`src/rtl/pix2byte_rgb888_gearbox_2lane.sv`:
```
// ---------------------------------------------------------------------------
// pix2byte_rgb888_gearbox_2lane
//
// 24->16 bit gearbox on the byte clock. Repacks a line of RGB888 pixels into
// the CSI-2 byte stream B,G,R,B,G,R,... with even stream bytes on lane 0
// (byte_data[7:0]) and odd stream bytes on lane 1 (byte_data[15:8]). Two
// pixels become three words. A line with an odd pixel count ends with a word
// whose lane-1 byte is PAD_BYTE (byte_half=1). The line byte count is
// reported on line_bytes alongside the last word of the line.
//
// Ports
//   CLKI        byte clock
//   RST         synchronous active-high reset
//   pix_data    pixel, [7:0]=B [15:8]=G [23:16]=R
//   pix_valid   pixel present
//   pix_sol     first pixel of a line
//   pix_eol     last pixel of a line
//   pix_ready   pixel accepted when pix_valid && pix_ready
//   byte_data   [7:0]=lane0 byte, [15:8]=lane1 byte
//   byte_valid  word present
//   byte_ready  word consumed when byte_valid && byte_ready
//   byte_sol    first word of a line
//   byte_eol    last word of a line
//   byte_half   lane-1 byte of the last word is pad
//   line_bytes  byte count of the line, valid with byte_eol
//   err         sticky protocol error, cleared only by RST
// ---------------------------------------------------------------------------
module pix2byte_rgb888_gearbox_2lane #(
    parameter logic [7:0] PAD_BYTE = 8'h00,
    parameter int         WC_W     = 16
) (
    input  logic            CLKI,
    input  logic            RST,
    input  logic [23:0]     pix_data,
    input  logic            pix_valid,
    input  logic            pix_sol,
    input  logic            pix_eol,
    output logic            pix_ready,
    output logic [15:0]     byte_data,
    output logic            byte_valid,
    input  logic            byte_ready,
    output logic            byte_sol,
    output logic            byte_eol,
    output logic            byte_half,
    output logic [WC_W-1:0] line_bytes,
    output logic            err
);

    typedef enum logic [1:0] {
        PH0   = 2'd0,  // aligned, next pixel starts a fresh word
        PH1   = 2'd1,  // one R byte left over from the previous pixel
        FLUSH = 2'd2,  // two bytes {R,G} left over, emit them
        PAD   = 2'd3   // odd-pixel line ended, emit R plus pad byte
    } state_t;

    state_t          state;
    logic [15:0]     residue;    // [7:0] used in PH1/PAD, [15:0]={R,G} in FLUSH
    logic            eol_carry;  // FLUSH word closes the line
    logic            in_line;    // sol seen since the last eol or reset
    logic [WC_W-1:0] byte_cnt;

    logic [7:0] pix_b, pix_g, pix_r;
    assign pix_b = pix_data[7:0];
    assign pix_g = pix_data[15:8];
    assign pix_r = pix_data[23:16];

    // Output register may load when empty or being drained this cycle.
    logic adv;
    logic accept;
    logic sol_err;   // sol arriving mid-pair: drop residue, restart as PH0
    logic take_ph0;  // pixel goes through the PH0 path

    assign adv       = !byte_valid || byte_ready;
    assign pix_ready = !RST && adv && (state == PH0 || state == PH1);
    assign accept    = pix_valid && pix_ready;
    assign sol_err   = accept && (state == PH1) && pix_sol;
    assign take_ph0  = accept && ((state == PH0) || sol_err);

    // Saturating byte counter next value.
    logic [WC_W:0]   cnt_sum;
    logic [WC_W-1:0] cnt_next;

    always_comb begin
        // NOTE: every always_comb output gets a default first so no path
        // leaves it unassigned and infers a latch.
        cnt_next = byte_cnt;
        cnt_sum  = {1'b0, byte_cnt} + (WC_W+1)'(3);
        if (pix_sol)
            cnt_next = WC_W'(3);
        else if (cnt_sum[WC_W])
            cnt_next = '1;
        else
            cnt_next = cnt_sum[WC_W-1:0];
    end

    // NOTE: sequential state uses non-blocking assignments only, so every
    // register samples pre-edge values regardless of statement order.
    always_ff @(posedge CLKI) begin
        if (RST) begin
            state      <= PH0;
            residue    <= '0;
            eol_carry  <= 1'b0;
            in_line    <= 1'b0;
            byte_cnt   <= '0;
            byte_data  <= '0;
            byte_valid <= 1'b0;
            byte_sol   <= 1'b0;
            byte_eol   <= 1'b0;
            byte_half  <= 1'b0;
            line_bytes <= '0;
            err        <= 1'b0;
        end else begin
            if (accept) begin
                byte_cnt <= cnt_next;
                in_line  <= (pix_sol || in_line) && !pix_eol;
                if (sol_err || (!pix_sol && !in_line))
                    err <= 1'b1;
            end

            if (adv) begin
                byte_valid <= 1'b0;
                byte_sol   <= 1'b0;
                byte_eol   <= 1'b0;
                byte_half  <= 1'b0;

                unique case (state)
                    PH0, PH1: begin
                        if (take_ph0) begin
                            byte_data  <= {pix_g, pix_b};
                            byte_valid <= 1'b1;
                            byte_sol   <= pix_sol;
                            residue    <= {8'h00, pix_r};
                            state      <= pix_eol ? PAD : PH1;
                        end else if (accept) begin
                            byte_data  <= {pix_b, residue[7:0]};
                            byte_valid <= 1'b1;
                            residue    <= {pix_r, pix_g};
                            eol_carry  <= pix_eol;
                            state      <= FLUSH;
                        end
                    end
                    FLUSH: begin
                        byte_data  <= residue;
                        byte_valid <= 1'b1;
                        byte_eol   <= eol_carry;
                        if (eol_carry)
                            line_bytes <= byte_cnt;
                        state      <= PH0;
                    end
                    PAD: begin
                        byte_data  <= {PAD_BYTE, residue[7:0]};
                        byte_valid <= 1'b1;
                        byte_eol   <= 1'b1;
                        byte_half  <= 1'b1;
                        line_bytes <= byte_cnt;
                        state      <= PH0;
                    end
                    default: state <= PH0;
                endcase
            end
        end
    end

endmodule

```
`config.mk`:
```
export PLATFORM = sky130hd
export DESIGN_NAME = pix2byte_rgb888_gearbox_2lane
export DESIGN_NICKNAME = d
export VERILOG_FILES = /design/src/rtl/pix2byte_rgb888_gearbox_2lane.sv
export SDC_FILE = /design/constraint.sdc
export NUM_CORES = 1
export LEC_CHECK = 0
export CORE_MARGIN = 5
export CORE_UTILIZATION = 40
export CTS_CLUSTER_SIZE = 12
export DETAILED_ROUTE_END_ITERATION = 10
export PLACE_DENSITY = 0.65
export SLEW_MARGIN = 20
export SYNTH_ARGS = -nofsm -noshare
export SYNTH_HDL_FRONTEND = slang
export SYNTH_SLANG_ARGS = --single-unit
export TNS_END_PERCENT = 1
```
`constraint.sdc`:
```
create_clock -name CLKI -period 3.1 [get_ports CLKI]
set_input_delay 0.93 -clock CLKI [delete_from_list [all_inputs] [get_ports CLKI]]
set_output_delay 0.93 -clock CLKI [all_outputs]
set_load 0.05 [all_outputs]
```
==> run metrics <==
All-Layer GR Usage 18.3%; worst min path class reg2reg; layout cells sized above 1 9.87%; Top delay family on crit path buffers and inverters; buffers added on ports 67; total power divided by cell area 512 nW/um^2; core region area 7770 sq um; top-level port count between 60 and 70; met3 WL 540 um; number of logic stages on the critical path including buffering 4; delay of the slowest critical-path stage 0.41 ns; number of nets produced by synthesis around 420; number of clock sinks seen by CTS 73; Antenna Cells 0; Max rail drop VDD 379 uV; number of warning messages in the yosys log 0; Critical Path, Cell by Cell clkdlybuf4s50_1, nor2b_1, nor3_2, buf_4; number of buffers created by CTS 9; met2 routed WL around 3900 um; Least-Margin Pin Slew 1.01 ns; Syn Inst Count 392; number of nets still failing antenna checks after routing 0; height of the die 99.7 um; clk root buf sky130_fd_sc_hd__clkbuf_8; clk buf depth 2; # Post-CTS Setup Buffers 0; wire length of the first global-routing pass 14500 um; final count of hold timing violations 0; accumulated negative setup slack 0 ns; run status finished, final reports clean; row count 32; Die ar. 9940 sq um; capturing element type of the critical path output pin; Initial Utilization 41.4%; critical-path maximum fanout 2; Syn-to-layout area delta 29.7%; total leakage power ~1.5 nW; number of antenna violations at the first check in global routing 0; cell types occupying the most area after synthesis sky130_fd_sc_hd__dfxtp_1 (45%), sky130_fd_sc_hd__nand2_1 (8.0%), sky130_fd_sc_hd__a21oi_1 (5.6%); max-slew violation count 0; commonest cells in the synthesized netlist sky130_fd_sc_hd__dfxtp_1 (73), sky130_fd_sc_hd__nand2_1 (69), sky130_fd_sc_hd__a21oi_1 (36); Worst-Skew Late Latency between 0.3 and 0.4 ns; Top Metal Used met4; number of resized instances in the post-cts repair step 0; top cell type's share of synthesized area between 40% and 50%; Final Cycle Share 88.9%; Required @ worst endpoint 2.17 ns; via density per instance 5.45; average wire per standard cell 15.9 um; cell depth of the worst flop-to-flop path 6; Min-Delay Path Depth 2; Avg Inst Size Synth just over 8 sq um; half-perimeter wire length after detailed placement 6300 um; RSZ-0062 raised after global routing no; synth unique cells 48; clk_skew 0.00893 ns; number of global-route vias before repair between 2000 and 3000; maximum operating frequency 363 MHz; width of the die between 90 and 100 um; WS Path Type in2out; Max H-tree Level 3; clock-pin slew on the worst setup and hold paths about 0.080 ns; Relative slew margins roughly a third; vias post-DR 3043; worst endpoint data arrival time 1.83 ns; Setup-failing EPs final 0; Post-Syn Area 3220 sq um; PnR Total Power 2.14 mW; routability congestion estimate from global placement 0.879; sequential fraction of the synthesis area between 40% and 50%; met1 wire length 4270 um; max-cap violations 0; number of hold buffers added after cts 0; overflow left after global routing 0; number of enable-type register cells in the synthesized netlist 0; first-pass detailed-route iteration total 5; number of remaining DRC errors 0; slowest library cell on the worst path sky130_fd_sc_hd__clkdlybuf4s50_1; hold_ws 0.457 ns; DRT iter0 DRCs 138; clock tree from TritonCTS done; top flip-flop cell by instance count after synthesis sky130_fd_sc_hd__dfxtp_1; leading cell type by number of instances after synthesis sky130_fd_sc_hd__dfxtp_1; largest net degree at the start of global routing 36; Worst setup SP type input port; number of register bits inferred by synthesis 73; Layout Nets 482; fraction of registers with async set/reset 0%; Total Routed Length approximately 8900 um; final critical-path required period 2.76 ns; Worst Path Buf+Inv 2; Synth area leader sky130_fd_sc_hd__dfxtp_1
## routing by layer
layer  up-vias  track usage (%)
li1       1542                -
met1      1396             25.7
met2        94             27.0
met3        11             3.79
met4         0             7.67
met5         -                0
## final cells by class
| class | instances | area [sq um] |
|---|---|---|
| Fill cell | 778 | 3590 |
| Multi-Input combinational cell | 280 | 1600 |
| Sequential cell | 73 | 1460 |
| Timing Repair Buffer | 78 | 746 |
| Clock buffer | 11 | 151 |
| Tap cell | 102 | 128 |
| Clock inverter | 5 | 53.8 |
| Inverter | 9 | 33.8 |
## cell usage in the layout, fill, tap and decap left out, types with 7 or more instances in the layout
cell type / Yosys / routed
sky130_fd_sc_hd__inv_1: 9 / 9
sky130_fd_sc_hd__o21ai_0: 23 / 23
sky130_fd_sc_hd__a211oi_1: 12 / 12
sky130_fd_sc_hd__clkdlybuf4s50_1: 0 / 65
sky130_fd_sc_hd__a21oi_1: 36 / 36
sky130_fd_sc_hd__mux2i_1: 9 / 9
sky130_fd_sc_hd__a31oi_1: 25 / 25
sky130_fd_sc_hd__nand2_1: 69 / 69
sky130_fd_sc_hd__buf_4: 1 / 12
sky130_fd_sc_hd__nand3_1: 11 / 11
sky130_fd_sc_hd__dfxtp_1: 73 / 73
sky130_fd_sc_hd__clkbuf_8: 0 / 11
sky130_fd_sc_hd__nor2_1: 27 / 26
sky130_fd_sc_hd__a22oi_1: 8 / 8
sky130_fd_sc_hd__nor3_1: 8 / 7
## registers in the layout, summed over array words and instances, names as in the netlist
register and cells:
err 1, byte_sol 1, byte_cnt 16, byte_valid 1
line_bytes 16, in_line 1, byte_half 1, byte_eol 1
residue 16, byte_data 16, state 2, eol_carry 1
## path summary, 6_finish.rpt
| check | startpoint | endpoint | slack [ns] |
|---|---|---|---|
| worst min register to register | line_bytes[4] | line_bytes[4] | 0.46 |
| worst max register to register | byte_cnt[0] | byte_cnt[2] | 0.85 |
| worst min-delay path | line_bytes[4] | line_bytes[4] | 0.46 |
| worst max-delay path | byte_ready | pix_ready | 0.34 |
## worst register-to-register path, cell delays in order (launching register included)
cell and delay, ns:
sky130_fd_sc_hd__dfxtp_1 0.43, sky130_fd_sc_hd__inv_1 0.07, sky130_fd_sc_hd__ha_1 0.24, sky130_fd_sc_hd__nand4b_2 0.29
sky130_fd_sc_hd__or4_4 0.64, sky130_fd_sc_hd__a31o_2 0.28, sky130_fd_sc_hd__a211oi_1 0.22
## cell families after synthesis
| family | share of synthesized area [%] |
|---|---|
| AOI/OAI and AO/OA | 24.8 |
| muxes | 2.80 |
| and+or+nand+nor | 21.5 |
| buffers and inverters | 5.09 |
| adders and majority gates | 0.389 |
| DFF | 45.4 |
## power by group
part | switching, mW | internal (mW)
Sequential | 0.0285 | 0.978
Combinational | 0.229 | 0.138
Clock | 0.352 | 0.413
Total | 0.610 | 1.53
## stage by stage
stage / instance area, sq um / setup slack, ns / util (%) / instances
2_1_floorplan: 3220 / 0.165 / - / 392
3_3_place_gp: 3970 / 0.237 / 51.1 / 542
3_5_place_dp: 3970 / 0.241 / 51.1 / 542
4_1_cts: 4170 / 0.333 / 53.7 / 558
5_1_grt: 4170 / 0.273 / 53.7 / 558
6_report: 4170 / 0.343 / 53.7 / 558
Note: power is estimated with default switching activity, not from simulation.
